**src/rtl/opfetch_pkg.sv**
```systemverilog
// Shared types and sizes for the operand fetch / issue stage.
// Build option: OPFETCH_BYPASS_EN enables same-cycle writeback bypass.
package opfetch_pkg;

  localparam int REG_ADDR_W = 5;
  localparam int XLEN       = 32;
  localparam int NUM_REGS   = 32;

  typedef enum logic [0:0] {
    IDLE  = 1'b0,
    VALID = 1'b1
  } state_e;

  // Address match that never fires for x0.
  function automatic logic reg_hit(
    input logic                  en,
    input logic [REG_ADDR_W-1:0] a,
    input logic [REG_ADDR_W-1:0] b
  );
    return en && (a == b) && (a != '0);
  endfunction

endpackage

```
**src/rtl/opfetch_scoreboard.sv**
```systemverilog
// Pending-write scoreboard: one bit per register, x0 never pending.
// Set and clear on the same register in one cycle resolves to set.
module opfetch_scoreboard
  import opfetch_pkg::*;
(
  input  logic                  clk,
  input  logic                  rst,
  input  logic                  set_en,
  input  logic [REG_ADDR_W-1:0] set_rd,
  input  logic                  clr_en,
  input  logic [REG_ADDR_W-1:0] clr_rd,
  input  logic [REG_ADDR_W-1:0] rs1,
  input  logic [REG_ADDR_W-1:0] rs2,
  output logic                  pend1,
  output logic                  pend2
);

  logic [NUM_REGS-1:0] pending;
  logic [NUM_REGS-1:0] pending_nxt;

  always_comb begin
    pending_nxt = pending;
    if (clr_en) pending_nxt[clr_rd] = 1'b0;
    if (set_en) pending_nxt[set_rd] = 1'b1;
    pending_nxt[0] = 1'b0;
  end

  always_ff @(posedge clk) begin
    if (rst) pending <= '0;
    else     pending <= pending_nxt;
  end

  assign pend1 = pending[rs1];
  assign pend2 = pending[rs2];

endmodule

```
**src/rtl/operand_fetch.sv**
```systemverilog
// Operand fetch and issue stage between decode and execute.
// Build option: OPFETCH_BYPASS_EN enables same-cycle writeback bypass.
module operand_fetch
  import opfetch_pkg::*;
#(
  parameter int PAYLOAD_W = 32
) (
  input  logic                  clk,
  input  logic                  rst,
  input  logic                  in_valid,
  output logic                  in_ready,
  input  logic [REG_ADDR_W-1:0] in_rs1,
  input  logic [REG_ADDR_W-1:0] in_rs2,
  input  logic [REG_ADDR_W-1:0] in_rd,
  input  logic                  in_rd_wen,
  input  logic [PAYLOAD_W-1:0]  in_payload,
  output logic [REG_ADDR_W-1:0] rf_r1,
  output logic [REG_ADDR_W-1:0] rf_r2,
  output logic                  rf_r_en,
  input  logic [XLEN-1:0]       rf_r1_read,
  input  logic [XLEN-1:0]       rf_r2_read,
  input  logic                  wb_valid,
  input  logic [REG_ADDR_W-1:0] wb_rd,
  input  logic [XLEN-1:0]       wb_data,
  output logic                  out_valid,
  input  logic                  out_ready,
  output logic [XLEN-1:0]       out_op1,
  output logic [XLEN-1:0]       out_op2,
  output logic [REG_ADDR_W-1:0] out_rd,
  output logic                  out_rd_wen,
  output logic [PAYLOAD_W-1:0]  out_payload
);

  state_e                state;
  logic [REG_ADDR_W-1:0] rs1_q;
  logic [REG_ADDR_W-1:0] rs2_q;
  logic                  hs;
  logic                  accept;
  logic                  pend1;
  logic                  pend2;
  logic                  fwd1;
  logic                  fwd2;
  logic                  wb_hit1;
  logic                  wb_hit2;
  logic                  haz1;
  logic                  haz2;

  assign out_valid = (state == VALID);
  assign hs        = out_valid & out_ready;

  opfetch_scoreboard u_sb (
    .clk    (clk),
    .rst    (rst),
    .set_en (hs & out_rd_wen),
    .set_rd (out_rd),
    .clr_en (wb_valid),
    .clr_rd (wb_rd),
    .rs1    (in_rs1),
    .rs2    (in_rs2),
    .pend1  (pend1),
    .pend2  (pend2)
  );

  // The instruction leaving this cycle is not in the scoreboard yet.
  assign fwd1    = reg_hit(hs & out_rd_wen, in_rs1, out_rd);
  assign fwd2    = reg_hit(hs & out_rd_wen, in_rs2, out_rd);
  assign wb_hit1 = reg_hit(wb_valid, in_rs1, wb_rd);
  assign wb_hit2 = reg_hit(wb_valid, in_rs2, wb_rd);

`ifdef OPFETCH_BYPASS_EN
  assign haz1 = (in_rs1 != '0) & ((pend1 & ~wb_hit1) | fwd1);
  assign haz2 = (in_rs2 != '0) & ((pend2 & ~wb_hit2) | fwd2);
`else
  logic unused_wb;
  assign unused_wb = ^{wb_data, wb_hit1, wb_hit2};
  assign haz1 = (in_rs1 != '0) & (pend1 | fwd1);
  assign haz2 = (in_rs2 != '0) & (pend2 | fwd2);
`endif

  assign in_ready = ~haz1 & ~haz2 & (~out_valid | out_ready);
  assign accept   = in_valid & in_ready;
  assign rf_r1    = in_rs1;
  assign rf_r2    = in_rs2;
  assign rf_r_en  = accept;

  always_ff @(posedge clk) begin
    if (rst) begin
      state       <= IDLE;
      rs1_q       <= '0;
      rs2_q       <= '0;
      out_rd      <= '0;
      out_rd_wen  <= 1'b0;
      out_payload <= '0;
    end else if (accept) begin
      state       <= VALID;
      rs1_q       <= in_rs1;
      rs2_q       <= in_rs2;
      out_rd      <= in_rd;
      out_rd_wen  <= in_rd_wen;
      out_payload <= in_payload;
    end else if (hs) begin
      state <= IDLE;
    end
  end

`ifdef OPFETCH_BYPASS_EN
  logic            byp1;
  logic            byp2;
  logic [XLEN-1:0] byp1_data;
  logic [XLEN-1:0] byp2_data;

  // Capture writeback data now; the register file read returns the old value.
  always_ff @(posedge clk) begin
    if (rst) begin
      byp1      <= 1'b0;
      byp2      <= 1'b0;
      byp1_data <= '0;
      byp2_data <= '0;
    end else if (accept) begin
      byp1      <= wb_hit1;
      byp2      <= wb_hit2;
      byp1_data <= wb_data;
      byp2_data <= wb_data;
    end
  end
`endif

  always_comb begin
    out_op1 = rf_r1_read;
    out_op2 = rf_r2_read;
`ifdef OPFETCH_BYPASS_EN
    if (byp1) out_op1 = byp1_data;
    if (byp2) out_op2 = byp2_data;
`endif
    if (rs1_q == '0) out_op1 = '0;
    if (rs2_q == '0) out_op2 = '0;
  end

endmodule

```
**config.mk**
```make
export PLATFORM = sky130hd
export DESIGN_NAME = operand_fetch
export DESIGN_NICKNAME = d
export VERILOG_FILES = /design/src/rtl/opfetch_pkg.sv /design/src/rtl/opfetch_scoreboard.sv /design/src/rtl/operand_fetch.sv
export SDC_FILE = /design/constraint.sdc
export NUM_CORES = 1
export LEC_CHECK = 0
export ABC_AREA = 0
export CORE_UTILIZATION = 28
export DETAILED_ROUTE_END_ITERATION = 12
export GPL_TIMING_DRIVEN = 0
export HOLD_SLACK_MARGIN = 0.05
export PLACE_DENSITY_LB_ADDON = 0.3
export SYNTH_ARGS = -nofsm -noshare
export SYNTH_HDL_FRONTEND = slang
export SYNTH_SLANG_ARGS = --single-unit
```
**constraint.sdc**
```tcl
create_clock -name clk -period 5.3 [get_ports clk]
set_clock_uncertainty 0.05 [all_clocks]
set_input_delay 1.59 -clock clk [delete_from_list [all_inputs] [get_ports clk]]
set_output_delay 1.59 -clock clk [all_outputs]
set_load 0.01 [all_outputs]
```
Yosys cells after proc, flatten, opt, wreduce, memory -nomap -nowiden --
Cells that the tools add are included.
Storage, ports and cells: logic and storage cells 57, input port bits 154, output and inout port bits 115, flip-flop bits (word level) 81
Cells by class: mux-type cells 14, magnitude comparators 6, reductions and logical operators 11, equality and inequality tests 2, bitwise operators 16
Operators with widths (number):
- $mux 32 | 4
- $and 32x32->32 | 1
- $not 32->32 | 1
- $or 32x32->32 | 1
- $lt 5x6->1 const B | 4
- $bmux 1 s5 | 2
- $demux 1 s5 | 2
- $eq 5x5->1 | 2
- $ge 5x1->1 const B | 2
- $logic_not 5->1 | 2
- $reduce_bool 5->1 | 2
- $and 1x1->1 | 7
- $logic_and 1x1->1 | 6
- $mux 1 | 6
- $not 1->1 | 3
- $or 1x1->1 | 3
- $reduce_bool 2->1 | 1

Depth between registers and ports, before layout --
word-level depth 11, mapped depth 11

Modules after synthesis --
A second synthesis with hierarchy kept.
Unflattened totals: cells, all modules 551, area, all modules 4694.5 µm²
Modules (own cells, without submodules):
- operand_fetch | seq. area each 980.9 µm², instances 1, cells each 322, area each 2872.8 µm²
- opfetch_scoreboard | seq. area each 620.6 µm², instances 1, cells each 229, area each 1821.7 µm²

Worst setup path before layout --
No wires, ideal clock.
path kind input to output, from input port in_rs2[1], to output port rf_r_en, stages 8, path buffers 2, arrival 3291 ps, data required time 3660 ps, setup slack 369 ps, cell sequence buf_2 mux4_2 nand2b_1 o311a_1 or2_1 a311o_1 inv_2 buf_4
On the way: longest elaborated chain between the ends 9, elaborated cells on any way between the ends 12, classes of those cells eq/ne (1); mux (2); bitwise (6); reduce/logical (3)
Ends and longest elaborated chain:
- start, declared | RTL line operand_fetch.sv:13 | input logic [REG_ADDR_W-1:0] in_rs2,
- branches (longest 4 deep; another with $bmux 1 s5)
- $and 1x1->1 (*) | RTL line operand_fetch.sv:77 | assign haz2 = (in_rs2 != '0) & (pend2 | fwd2);
- $not 1->1 (*) | RTL line operand_fetch.sv:80 | assign in_ready = ~haz1 & ~haz2 & (~out_valid | out_ready);
- $and 1x1->1 (*) (2 in series) | RTL line operand_fetch.sv:80
- $and 1x1->1 (*) | RTL line operand_fetch.sv:81 | assign accept = in_valid & in_ready;
- end, declared | RTL line operand_fetch.sv:19 | output logic rf_r_en,
Every way passes the cells marked *. The select of a mux whose other input is x is not followed.

Worst setup path after layout --
Ends and elaborated chain as after synthesis.

==> impl_metrics.toml <==
[status]
status = "finished clean"

[setup_path]
path_delay_family = "buffers and inverters"
critPathLaunchType = "primary input"
path_buf_inv = 4
cp_max_fo = 6
worst_ep_arrival_time_ns = 3.57
reg2reg_slack_ns = 2.68
crit_chain = "buf_2, mux4_2, nand2b_1, o311a_1, or2_1, a311o_1, inv_2, buf_8, clkdlybuf4s15_2"
cp_slowest_cell = "mux4_2"
setup.worst_path.end = "rf_r_en"
crit_type = "in -> out"
r2r_cells = 11
cp-startpoint = "in_rs2[1]"
timing.rr.end = "out_rd[1]$_SDFFE_PP0P_"
critPathMaxStageDelay_ns = 0.55
r2r_start = "out_rd[3]$_SDFFE_PP0P_"
cp.required_ns = 3.66
endpoint_kind = "primary output"
cp_num_cells = 9

[sta]
fin_crit_ns = 5.213
finalSetupTns_ns = 0
finalSetupViolations = 0
worst_slew_pin_slew_ns = 1.336
period_share = 0.9835
slew_viol_final = 0
hold_violations = 0
rsz0062_at_grt = "no"
worst_slew_margin_rel = 0.1074
fmax_mhz = 191.8

[yosys]
async_reset_ff_frac = 0
syn_area_mm2 = 0.004765
synth.net_count = 706
synthCells = 552
synth_top_family_by_area = "simple AND/OR/NAND/NOR gates"
synth_edf_count = 0
synth-seq-cells = 80
synthAdderAreaFrac = 0
syn_area_per_cell_um2 = 8.631
yosysWarnings = 0
synthSimpleGateAreaFrac = 0.3149
synth_compound_area_frac = 0.08876
yosysSeqAreaShare = 0.3361
synth_top_flop_cell = "dfxtp_1"
synth_xor_area_frac = 0.01838
synth.distinct_cells = 44
synthMuxAreaShare = 0.1830

[global_route]
grt_use_total = 0.1890
grt_pass1_wl_mm = 25.52
antenna_found_initial = 0
grt_pass1_vias = 4486
grt_max_degree = 15
grt_remaining_overflow = 0

[drt]
wl_per_cell_um = 16.08
drt_first_pass_iters = 5
viasPerCell = 4.657
drtIter0Drc = 242
ant_nets = 0
drcViolationCount = 0
totalWireLength_mm = 16.49
num_vias = 4773

[final_layout]
final_util = 0.4659
synthToLayoutAreaGrowth_pct = 62.16
fillers = 1642
nNetsFinal = 954
antenna_cells = 0
drive_gt1_frac = 0.08323

[power]
powerDensity_mw_per_mm2 = 233.4
peakVddDrop_mv = 0.1725
p_leak_nw = 2.825

[clock_network]
clockRootBuffer = "clkbuf_16"
cts_tree = "built"
numCtsBuffers = 9
clk_latency_ns = 0.35
clkSlewWorstSetupHoldPaths_ns = 0.06
cts_htree_levels = 3
clk_path_buf_depth = 2
clock_sink_count = 80

[floorplanning]
initial_core_util = 0.2873
die_h_um = 132.4
io_pins = 269
num_rows = 47
die_area_mm2 = 0.01754
die_w_um = 132.4
core-area_mm2 = 0.01658

[place]
dpl.hpwl_mm = 12.80
place_congestion = 0.8132
portBuffers = 234

[hold_path]
hp-class = "reg -> reg"

[run]
drv_cap = 0
cells by family after synthesis:
kind of cell | Yosys count
xor+xnor | 10
flops | 80
mux | 75
simple gates | 257
buf+inv | 54
compound gates | 76
worst reg2reg max path: cells and delay by family, from the launching register on:
| kind | cells | cell delay [ns] |
|---|---|---|
| flops | 1 | 0.38 |
| xor+xnor | 1 | 0.14 |
| simple gates | 2 | 0.44 |
| buf+inv | 5 | 1.00 |
| compound gates | 2 | 0.38 |
| mux | 1 | 0.12 |
placed cells by master, fill, tap and decap left out, drive strengths merged, types with 4 or more instances in the layout:
cell type      count
nor3               4
nor4               4
buf               28
inv                7
nor2b             66
nor3b              6
nand2b            98
and3               5
xor2               8
mux4               9
o21ai             32
nand3              9
a21oi             32
dfxtp             80
mux2               7
nand2             37
nor2              11
clkdlybuf4s50    223
mux2i             59
clkbuf            40
nand3b             5
stage by stage:
stage	power, mW	std cells	hold slack, ns	cell area (um2)	setup slack (ns)
3_3_place_gp	1.213	1006	0.4099	7382	-1.085
5_1_grt	1.886	1025	0.4359	7726	0.01925
3_5_place_dp	1.215	1006	0.4137	7382	-1.062
6_report	1.803	1025	0.4191	7726	0.08724
2_1_floorplan	0.8915	552	0.3931	4765	0.3686
4_1_cts	1.825	1025	0.4251	7717	0.01709
routing by layer:
metal | vias up | track usage | part of all wire
met5 | - | 0 | 0
met4 | 0 | 0.05364 | 0.013
met3 | 14 | 0.04291 | 0.076
met2 | 213 | 0.3257 | 0.49
met1 | 2186 | 0.2349 | 0.42
li1 | 2360 | - | -
how the worst min path moves through the flow:
stage,endpoint,depth (start not counted),from
6_report,rs2_q[1]$_SDFFE_PP0P_,2,rs2_q[1]$_SDFFE_PP0P_
4_1_cts,out_payload[3]$_SDFFE_PP0P_,2,out_payload[3]$_SDFFE_PP0P_
3_3_place_gp,out_payload[17]$_SDFFE_PP0P_,2,out_payload[17]$_SDFFE_PP0P_
2_1_floorplan,rs1_q[3]$_SDFFE_PP0P_,2,rs1_q[3]$_SDFFE_PP0P_
5_1_grt,out_payload[16]$_SDFFE_PP0P_,2,out_payload[16]$_SDFFE_PP0P_
3_5_place_dp,rs1_q[0]$_SDFFE_PP0P_,2,rs1_q[0]$_SDFFE_PP0P_
sequential cells by signal (all words and copies together) (netlist names):
register      flops
out_payload      32
u_sb.pending     31
out_rd            5
rs1_q             5
rs2_q             5
out_rd_wen        1
out_valid         1
cell usage after synthesis, types with 2 or more instances:
| cell | instances | area, um2 |
|---|---|---|
| clkbuf_1 | 28 | 105.1 |
| dfxtp_1 | 80 | 1602 |
| xor2_1 | 8 | 70.07 |
| nand3_1 | 9 | 45.04 |
| inv_1 | 4 | 15.01 |
| a211oi_1 | 2 | 15.01 |
| mux2_1 | 3 | 33.78 |
| or3b_2 | 2 | 17.52 |
| nor2b_1 | 66 | 412.9 |
| buf_4 | 13 | 97.59 |
| nor2_1 | 11 | 41.29 |
| nor3_1 | 4 | 20.02 |
| nand2_1 | 37 | 138.9 |
| o21ai_0 | 32 | 160.2 |
| nor3b_1 | 6 | 45.04 |
| a21oi_1 | 32 | 160.2 |
| nand2b_1 | 98 | 613.1 |
| or4_1 | 2 | 15.01 |
| buf_6 | 3 | 33.78 |
| and3_1 | 5 | 31.28 |
| xnor2_1 | 2 | 17.52 |
| mux2_2 | 4 | 45.04 |
| and3b_1 | 2 | 17.52 |
| mux4_2 | 9 | 202.7 |
| mux2i_1 | 59 | 590.6 |
| nand3b_1 | 5 | 37.54 |
| o311ai_0 | 2 | 17.52 |
| buf_2 | 5 | 25.02 |
| nor4_1 | 4 | 25.02 |
timing repair:
| item | CTS | global route |
|---|---|---|
| hold buffers | 0 | 0 |
| endpoints found under the hold margin | 0 | 0 |
| gates resized for setup | 38 | 10 |
| pin swaps | 1 | 1 |
| setup endpoints to repair | 2 | 1 |
| setup buffers | 3 | 0 |
where the power goes:
| part | internal [mW] | switching (mW) | leakage (nW) | total, mW |
|---|---|---|---|---|
| Clock | 0.334 | 0.266 | 0.129 | 0.600 |
| Combinational | 0.322 | 0.239 | 2.04 | 0.561 |
| Sequential | 0.628 | 0.0142 | 0.651 | 0.642 |
layout make-up:
class | instances | area (um2) | share of cell area
Buffer | 49 | 300.3 | 0.03887
Sequential cell | 80 | 1602 | 0.2073
Tap cell | 220 | 275.3 | 0.03563
Inverter | 5 | 18.77 | 0.002429
Multi-Input combinational cell | 418 | 2902 | 0.3755
Clock inverter | 5 | 40.04 | 0.005182
Clock buffer | 11 | 242.7 | 0.03142
Timing Repair Buffer | 237 | 2346 | 0.3036
(Power assumes the default switching activity.)
